## src/rtl/net_div_pipe.sv

```systemverilog
// net_div_pipe: fully pipelined restoring integer divider (quotient + remainder).
//
// Operation: stage 0 registers the operand magnitudes, the sign flags, the
// divide-by-zero flag and the tag. Stage j (j >= 1) resolves DW/N_PIPE
// quotient bits, MSB first. The output register resolves the last group of
// bits and applies the sign fixup. A result therefore appears N_PIPE edges
// after acceptance. The whole pipe freezes while a result is held at the
// output with m_ready_i low.
//
// Ports:
//   clk_i          clock
//   rst_ni         synchronous active-low reset
//   s_valid_i      operation valid
//   s_ready_o      divider accepts an operation this cycle (= pipe advance)
//   s_a_i          dividend
//   s_b_i          divisor
//   s_signed_i     1 = two's-complement operands (ignored when SIGNED_EN = 0)
//   s_tag_i        user tag, returned in order with the result
//   m_valid_o      result valid
//   m_ready_i      downstream accepts result
//   m_quotient_o   quotient (all ones on divide by zero)
//   m_remainder_o  remainder (the dividend on divide by zero)
//   m_tag_o        tag of this result
//   m_div0_o       divisor was zero
//   busy_o         any stage or the output register holds a valid operation
module net_div_pipe #(
  parameter int DW        = 32,
  parameter int N_PIPE    = 8,
  parameter int TW        = 4,
  parameter int SIGNED_EN = 1
) (
  input  logic          clk_i,
  input  logic          rst_ni,
  input  logic          s_valid_i,
  output logic          s_ready_o,
  input  logic [DW-1:0] s_a_i,
  input  logic [DW-1:0] s_b_i,
  input  logic          s_signed_i,
  input  logic [TW-1:0] s_tag_i,
  output logic          m_valid_o,
  input  logic          m_ready_i,
  output logic [DW-1:0] m_quotient_o,
  output logic [DW-1:0] m_remainder_o,
  output logic [TW-1:0] m_tag_o,
  output logic          m_div0_o,
  output logic          busy_o
);

  localparam int BPS = DW / N_PIPE;
  localparam logic [DW-1:0] ONE_C = {{(DW-1){1'b0}}, 1'b1};

  // Two's-complement negation.
  function automatic logic [DW-1:0] neg(input logic [DW-1:0] x);
    return (~x) + ONE_C;
  endfunction

  // One group of BPS restoring-division steps, MSB first. The divisor is
  // shifted up to the current bit position in a 2*DW-bit word so the shift
  // never loses bits. Returns {quotient, partial remainder}.
  function automatic logic [2*DW-1:0] div_step(input logic [DW-1:0] rem,
                                               input logic [DW-1:0] quo,
                                               input logic [DW-1:0] dvs,
                                               input int            chunk);
    logic [2*DW-1:0] r_w;
    logic [2*DW-1:0] d_w;
    logic [DW-1:0]   q_w;
    int              bit_idx;
    r_w = {{DW{1'b0}}, rem};
    q_w = quo;
    for (int k = 0; k < BPS; k++) begin
      bit_idx = DW - 1 - chunk * BPS - k;
      d_w     = {{DW{1'b0}}, dvs} << bit_idx;
      if (r_w >= d_w) begin
        r_w = r_w - d_w;
        q_w = q_w | (ONE_C << bit_idx);
      end else begin
        r_w = r_w;
        q_w = q_w;
      end
    end
    return {q_w, r_w[DW-1:0]};
  endfunction

  // Per-stage state
  logic          vld_r [N_PIPE];
  logic [DW-1:0] rem_r [N_PIPE];
  logic [DW-1:0] quo_r [N_PIPE];
  logic [DW-1:0] dvs_r [N_PIPE];
  logic          sa_r  [N_PIPE];
  logic          sb_r  [N_PIPE];
  logic          dz_r  [N_PIPE];
  logic [TW-1:0] tag_r [N_PIPE];

  // Result of stage j's division group, consumed by stage j+1 / output
  logic [DW-1:0] nxt_rem_s [N_PIPE];
  logic [DW-1:0] nxt_quo_s [N_PIPE];

  logic          adv_s;
  logic          sgn_en_s;
  logic          in_sa_s;
  logic          in_sb_s;
  logic [DW-1:0] in_amag_s;
  logic [DW-1:0] in_bmag_s;
  logic          in_dz_s;
  logic [DW-1:0] fix_q_s;
  logic [DW-1:0] fix_r_s;
  logic          busy_s;

  // The pipe moves whenever the output slot is empty or being drained.
  assign adv_s     = ~m_valid_o | m_ready_i;
  assign s_ready_o = adv_s;

  // Input decode: sign flags, operand magnitudes and divide-by-zero flag.
  always_comb begin
    if (SIGNED_EN != 32'sd0) begin
      sgn_en_s = s_signed_i;
    end else begin
      sgn_en_s = 1'b0;
    end
    in_sa_s = sgn_en_s & s_a_i[DW-1];
    in_sb_s = sgn_en_s & s_b_i[DW-1];
    if (in_sa_s) begin
      in_amag_s = neg(s_a_i);
    end else begin
      in_amag_s = s_a_i;
    end
    if (in_sb_s) begin
      in_bmag_s = neg(s_b_i);
    end else begin
      in_bmag_s = s_b_i;
    end
    in_dz_s = (s_b_i == {DW{1'b0}});
  end

  for (genvar j = 0; j < N_PIPE; j++) begin : g_stage
    assign {nxt_quo_s[j], nxt_rem_s[j]} = div_step(rem_r[j], quo_r[j], dvs_r[j], j);

    if (j == 0) begin : g_in
      // Stage 0: register the decoded operation.
      always_ff @(posedge clk_i) begin
        if (!rst_ni) begin
          vld_r[0] <= 1'b0;
          rem_r[0] <= {DW{1'b0}};
          quo_r[0] <= {DW{1'b0}};
          dvs_r[0] <= {DW{1'b0}};
          sa_r[0]  <= 1'b0;
          sb_r[0]  <= 1'b0;
          dz_r[0]  <= 1'b0;
          tag_r[0] <= {TW{1'b0}};
        end else if (adv_s) begin
          vld_r[0] <= s_valid_i;
          rem_r[0] <= in_amag_s;
          quo_r[0] <= {DW{1'b0}};
          dvs_r[0] <= in_bmag_s;
          sa_r[0]  <= in_sa_s;
          sb_r[0]  <= in_sb_s;
          dz_r[0]  <= in_dz_s;
          tag_r[0] <= s_tag_i;
        end
      end
    end else begin : g_mid
      // Stage j: take the previous stage after its division group.
      always_ff @(posedge clk_i) begin
        if (!rst_ni) begin
          vld_r[j] <= 1'b0;
          rem_r[j] <= {DW{1'b0}};
          quo_r[j] <= {DW{1'b0}};
          dvs_r[j] <= {DW{1'b0}};
          sa_r[j]  <= 1'b0;
          sb_r[j]  <= 1'b0;
          dz_r[j]  <= 1'b0;
          tag_r[j] <= {TW{1'b0}};
        end else if (adv_s) begin
          vld_r[j] <= vld_r[j-1];
          rem_r[j] <= nxt_rem_s[j-1];
          quo_r[j] <= nxt_quo_s[j-1];
          dvs_r[j] <= dvs_r[j-1];
          sa_r[j]  <= sa_r[j-1];
          sb_r[j]  <= sb_r[j-1];
          dz_r[j]  <= dz_r[j-1];
          tag_r[j] <= tag_r[j-1];
        end
      end
    end
  end

  // Sign fixup of the final magnitudes. Divide by zero forces an all-ones
  // quotient; the remainder then equals |a| re-signed, i.e. the dividend.
  always_comb begin
    if (dz_r[N_PIPE-1]) begin
      fix_q_s = {DW{1'b1}};
    end else if (sa_r[N_PIPE-1] ^ sb_r[N_PIPE-1]) begin
      fix_q_s = neg(nxt_quo_s[N_PIPE-1]);
    end else begin
      fix_q_s = nxt_quo_s[N_PIPE-1];
    end
    if (sa_r[N_PIPE-1]) begin
      fix_r_s = neg(nxt_rem_s[N_PIPE-1]);
    end else begin
      fix_r_s = nxt_rem_s[N_PIPE-1];
    end
  end

  // Output register: result fields only update when a valid op arrives.
  always_ff @(posedge clk_i) begin
    if (!rst_ni) begin
      m_valid_o     <= 1'b0;
      m_quotient_o  <= {DW{1'b0}};
      m_remainder_o <= {DW{1'b0}};
      m_tag_o       <= {TW{1'b0}};
      m_div0_o      <= 1'b0;
    end else if (adv_s) begin
      m_valid_o <= vld_r[N_PIPE-1];
      if (vld_r[N_PIPE-1]) begin
        m_quotient_o  <= fix_q_s;
        m_remainder_o <= fix_r_s;
        m_tag_o       <= tag_r[N_PIPE-1];
        m_div0_o      <= dz_r[N_PIPE-1];
      end
    end
  end

  // Busy: OR of every stage valid bit and the output valid.
  always_comb begin
    busy_s = m_valid_o;
    for (int j = 0; j < N_PIPE; j++) begin
      busy_s = busy_s | vld_r[j];
    end
  end

  assign busy_o = busy_s;

endmodule

```

## config.mk

```make
export PLATFORM = sky130hd
export DESIGN_NAME = net_div_pipe
export DESIGN_NICKNAME = d
export VERILOG_FILES = /design/src/rtl/net_div_pipe.sv
export SDC_FILE = /design/constraint.sdc
export NUM_CORES = 2
export LEC_CHECK = 0
export CAP_MARGIN = 15
export CORE_MARGIN = 8
export CORE_UTILIZATION = 59
export CTS_CLUSTER_DIAMETER = 30
export DETAILED_ROUTE_END_ITERATION = 6
export GPL_TIMING_DRIVEN = 0
export PLACE_DENSITY = 0.79
export SYNTH_ARGS = -nofsm -noshare
export SYNTH_HDL_FRONTEND = slang
export SYNTH_SLANG_ARGS = --single-unit
export TNS_END_PERCENT = 100
```

## constraint.sdc

```tcl
create_clock -name clk_i -period 19 [get_ports clk_i]
set_clock_uncertainty 0.05 [all_clocks]
set_input_delay 1.9 -clock clk_i [delete_from_list [all_inputs] [get_ports clk_i]]
set_output_delay 1.9 -clock clk_i [all_outputs]
set_load 0.01 [all_outputs]
```

# ---- After elaboration in Yosys (flattened, before gate mapping)
# Memory sizes are Yosys's and may differ from the RTL's. A register that Yosys moved wholly into a read port is not among the register bits.
# Cells that the tools add are included.
dict set report word_totals {
  regBits 66
  latch_bits 0
  mem_bits_rw 832
  rom_bits 0
  in_bits 73
  output_inout_bits 72
  wordCells 301
  n_memories 8
}
# memory words width read_ports rd_ports_with_merged_regs wr line
set memory_table {}
lappend memory_table {dvs_r 8 32 8 0 8 88} ;# logic [DW-1:0] dvs_r [N_PIPE];
lappend memory_table {quo_r 8 32 8 0 8 87} ;# logic [DW-1:0] quo_r [N_PIPE];
lappend memory_table {rem_r 8 32 8 0 8 86} ;# logic [DW-1:0] rem_r [N_PIPE];
lappend memory_table {tag_r 8 4 8 1 8 92} ;# logic [TW-1:0] tag_r [N_PIPE];
lappend memory_table {dz_r 8 1 8 0 8 91} ;# logic dz_r [N_PIPE];
lappend memory_table {sa_r 8 1 8 0 8 89} ;# logic sa_r [N_PIPE];
lappend memory_table {{2 more memories} -- -- -- -- -- --}
dict set report op_classes {
  addsub 36
  mul 0
  div 0
  magnitude_cmp 32
  n_eq_ne 0
  shift 0
  n_mux 137
  n_bitwise 81
  reduce_logical 3
}
# cell n
set ops {}
lappend ops {{64-bit two-way mux} 24}
lappend ops {{32-bit two-way mux} 38}
lappend ops {{32-bit subtractor} 8}
lappend ops {{32-bit by 1-bit adder with 32-bit output, second input constant} 4}
lappend ops {{32-bit NOT} 4}
lappend ops {{1-bit OR} 73}
lappend ops {{64-bit by 32-bit greater-or-equal comparator with 1-bit output} 1}
lappend ops {{64-bit by 33-bit greater-or-equal comparator with 1-bit output} 1}
lappend ops {{64-bit by 34-bit greater-or-equal comparator with 1-bit output} 1}
lappend ops {{64-bit by 36-bit greater-or-equal comparator with 1-bit output} 1}
lappend ops {{64-bit by 37-bit greater-or-equal comparator with 1-bit output} 1}
lappend ops {{64-bit by 38-bit greater-or-equal comparator with 1-bit output} 1}
lappend ops {{64-bit by 40-bit greater-or-equal comparator with 1-bit output} 1}
lappend ops {{64-bit by 41-bit greater-or-equal comparator with 1-bit output} 1}
lappend ops {{64-bit by 42-bit greater-or-equal comparator with 1-bit output} 1}
lappend ops {{64-bit by 44-bit greater-or-equal comparator with 1-bit output} 1}
lappend ops {{64-bit by 45-bit greater-or-equal comparator with 1-bit output} 1}
lappend ops {{64-bit by 46-bit greater-or-equal comparator with 1-bit output} 1}
lappend ops {{64-bit by 48-bit greater-or-equal comparator with 1-bit output} 1}
lappend ops {{64-bit by 49-bit greater-or-equal comparator with 1-bit output} 1}
lappend ops {{64-bit by 50-bit greater-or-equal comparator with 1-bit output} 1}
lappend ops {{64-bit by 52-bit greater-or-equal comparator with 1-bit output} 1}
lappend ops {{64-bit by 53-bit greater-or-equal comparator with 1-bit output} 1}
lappend ops {{64-bit by 54-bit greater-or-equal comparator with 1-bit output} 1}
lappend ops {{other kinds (75)} 120}

# ---- Logic depth before layout (Yosys ltp)
# An unclocked memory read counts as a cell.
dict set report depth {
  word_depth 13
  depth_mapped 70
  ltp_nobuf 60
}

# ---- Worst setup path after synthesis
# No wires, ideal clock.
dict set report synth_path {
  path_kind {in2reg}
  start {in rst_ni}
  end {mem dvs_r[0][0], enable pin}
  setup_ps 4784
  t_arrival_ps 13838
  required_time_ps 14166
  path_slack_ps 329
  path_stages 5
  path_buffers 4
  cell_sequence {clkbuf_1 -> clkbuf_1 -> clkbuf_1 -> buf_1 -> nand2_1}
}
# element line
set synth_rtl {}
lappend synth_rtl {{start, declared} 33} ;# input logic rst_ni,
lappend synth_rtl {{end, declared} 88}

==> metrics <==
Final Hold Fails=0; clk buf depth=3; Yosys reg bits=758; First-pass DRT Iterations=7; critical path arrival=roughly 19 ns; failing checks=DRC; Worst-Skew Late Latency=just over 0.8 ns; Worst Hold Class=reg -> reg; Vias=77,967; Post-Route WL=276,000 um; final net count=approximately 11,000; most frequent cell after synthesis=nor2_1; Critical Path Source Type=flop; Max Cap Viol=0; Main synth FF type=edfxtp_1; initial core utilization=0.5930; DP HPWL=219,400 um; asr flop ratio synth=0; RSZ-0062 raised after global routing=false; hold path depth=2; Core Util, Final=0.6647; sequential fraction of the synthesis area=0.2748; r2r setup slk=slightly below 1 ns; r2r endpoint=m_remainder_o[26]; Syn Nets=10,742; antenna-violating nets left=0; hold wc startpoint=sa_r[1][0]; worst-path fanout max=10; CP Data Required Time=19.58 ns; GRT Total Usage=0.3566; die width=a little under 400 um; drt drc=3; hold_buf cts=0; initial antenna violation count=6; Top Usage Layer GRT=met2; worst-margin pin slew=1.294 ns; largest net degree at the start of global routing=between 70 and 80; CTS Buf Count=between 150 and 200; Slew Viols, Final=0; IO Port Bufs=143; die area=147,900 um2; Core ar.=135,100 um2; Die Height=384.5 um; Hold Path End=sa_r[1][0]; syn_area_per_cell=8.222 um2; root buffer cell=clkbuf_16; Critical Path Sink Type=flop; share of cells above drive strength 1=0.06102; period utilization=0.9490; H-Tree Depth=4; grt met2 use=0.5747; Fmax=55.46 MHz; slowest cell delay on critical path=roughly 0.52 ns; GPL Wtd Cong=between 1 and 1.5; Synth area leaders=edfxtp_1, ha_1, a21oi_1; Synth Instances=9,745; Syn-to-layout area delta=12.10%; vias per inst=6.505; fin crit period=18.03 ns; CTS tree=done; Post-synth top cells=nor2_1, ha_1, a21oi_1; max_slew headroom=0.1370; M3 GR Usage=0.05991; endpoints failing setup=0; I/O Pins=about 150; wire per inst=23.03 um; Reg2Reg Launch Point=dvs_r[1][104]; Synth top area share=0.2563; num rows=135; crit path kind=reg -> reg; worst r2r path cells=65; cell taking the most area after synthesis=edfxtp_1; drt initial violations=8,345; clock-pin transition on the worst setup and hold timing paths=0.05 ns; critical path launch point=dvs_r[1][104]; Yosys Warn Count=0; GR Util met1=0.4367; Post-synth EDFFs=684; first-pass GRT wire length=416,900 um; dominant cell type by count on the critical path=nand2_1; aggregate global routing overflow=0; count of cell types in the netlist=103; Post-Syn Area=between 80,000 and 90,000 um2; Max stage delay cell, worst path=nor3b_1; run status=finished, violations left; vias in the first global route=74,134; Clock Sinks=758
## registers in the layout, indices dropped and copies added, names as in the netlist, 4 cells and up
register       cells
dz_r               8
rem_r            256
sa_r               8
m_tag_o            4
dvs_r            256
m_quotient_o      32
vld_r              8
m_remainder_o     32
sb_r               8
tag_r             32
quo_r            112
## cell usage in the layout (no fill, tap or decap), drive strengths merged, types with 110 or more instances in the layout
cell | netlist | layout
ha | 893 | 893
o21bai | 110 | 110
nand3 | 265 | 265
xor2 | 233 | 233
clkbuf | 288 | 456
edfxtp | 684 | 684
nand4 | 146 | 146
a21o | 367 | 367
o21ai | 652 | 652
nor2b | 146 | 146
xnor2 | 478 | 478
nor2 | 1023 | 1023
and3 | 348 | 348
nor4 | 136 | 136
nor3 | 222 | 222
mux2 | 186 | 186
clkdlybuf4s50 | 0 | 143
o21a | 113 | 113
a21oi | 853 | 853
inv | 586 | 599
nand2 | 745 | 745
## cells by family (layout without fill, tap and decap cells)
logic type | Yosys count | count (layout) | synth area share
other | 0 | 11 | 0
and+or+nand+nor | 3465 | 3465 | 0.2114
adders and majority gates | 925 | 925 | 0.1473
muxes | 241 | 241 | 0.03310
AOI/OAI and AO/OA | 2712 | 2712 | 0.2115
buffers and inverters | 933 | 1382 | 0.04414
DFF | 758 | 758 | 0.2748
xor gates and xnor gates | 711 | 711 | 0.07772
## repair_timing
item / CTS / global route
buffers inserted: 0 / 0
endpoints found under the setup margin: 0 / 52
resized for setup: 0 / 22
## critical path: cells and delay by family, from the launching register on
family,cells,cell delay (ns)
xor gates and xnor gates,1,0.17
AOI/OAI and AO/OA,25,6.46
muxes,1,0.24
buffers and inverters,15,4.33
adders and majority gates,5,1.65
and+or+nand+nor,18,4.53
DFF,1,0.36
## worst max path at each step
stage,endpoint,slack [ns],cells past startpoint
floorplan,dvs_r[0][0],0.33,5
global placement,dvs_r[0][22],-6.48,5
detailed placement,m_remainder_o[26],0.20,63
CTS,m_remainder_o[26],0.17,63
global route,rem_r[1][104],0.11,62
finish,m_remainder_o[26],0.97,65
## area by class of cell
class                   instances  area [um2]
diodes                         11       27.53
plain buffers                 343        1340
clock buffers                 166        3963
clock inverters               125        1614
fillers                     11167       45310
inverters                     587        2203
multi-input cells            8054       54630
flip-flops and latches        758       22020
well taps                    1781        2228
repair buffers                161        1792
## routing by layer
layer | wire length, um | up-vias
met5 | 40 | -
met2 | 123700 | 3859
met3 | 23560 | 905
met1 | 107000 | 36748
met4 | 21790 | 6
li1 | - | 36449
## metrics by stage
| step | worst slack (ns) | cell area (um2) | TNS, ns | cells | hold WS, ns |
|---|---|---|---|---|---|
| after floorplan | 0.3285 | 80130 | 0 | 9745 | 0.3776 |
| after global placement | -6.481 | 83790 | -4366.07 | 11669 | 0.3838 |
| after detailed placement | 0.1999 | 84190 | 0 | 11686 | 0.3922 |
| after CTS | 0.1680 | 89760 | 0 | 11977 | 0.4006 |
| after global routing | 0.1106 | 89820 | 0 | 11984 | 0.4273 |
| final | 0.9698 | 89820 | 0 | 11986 | 0.4028 |
Power is left out: the tool's default activity adds up to more than one toggle a clock period on the data nets, which glitch-free logic cannot reach.
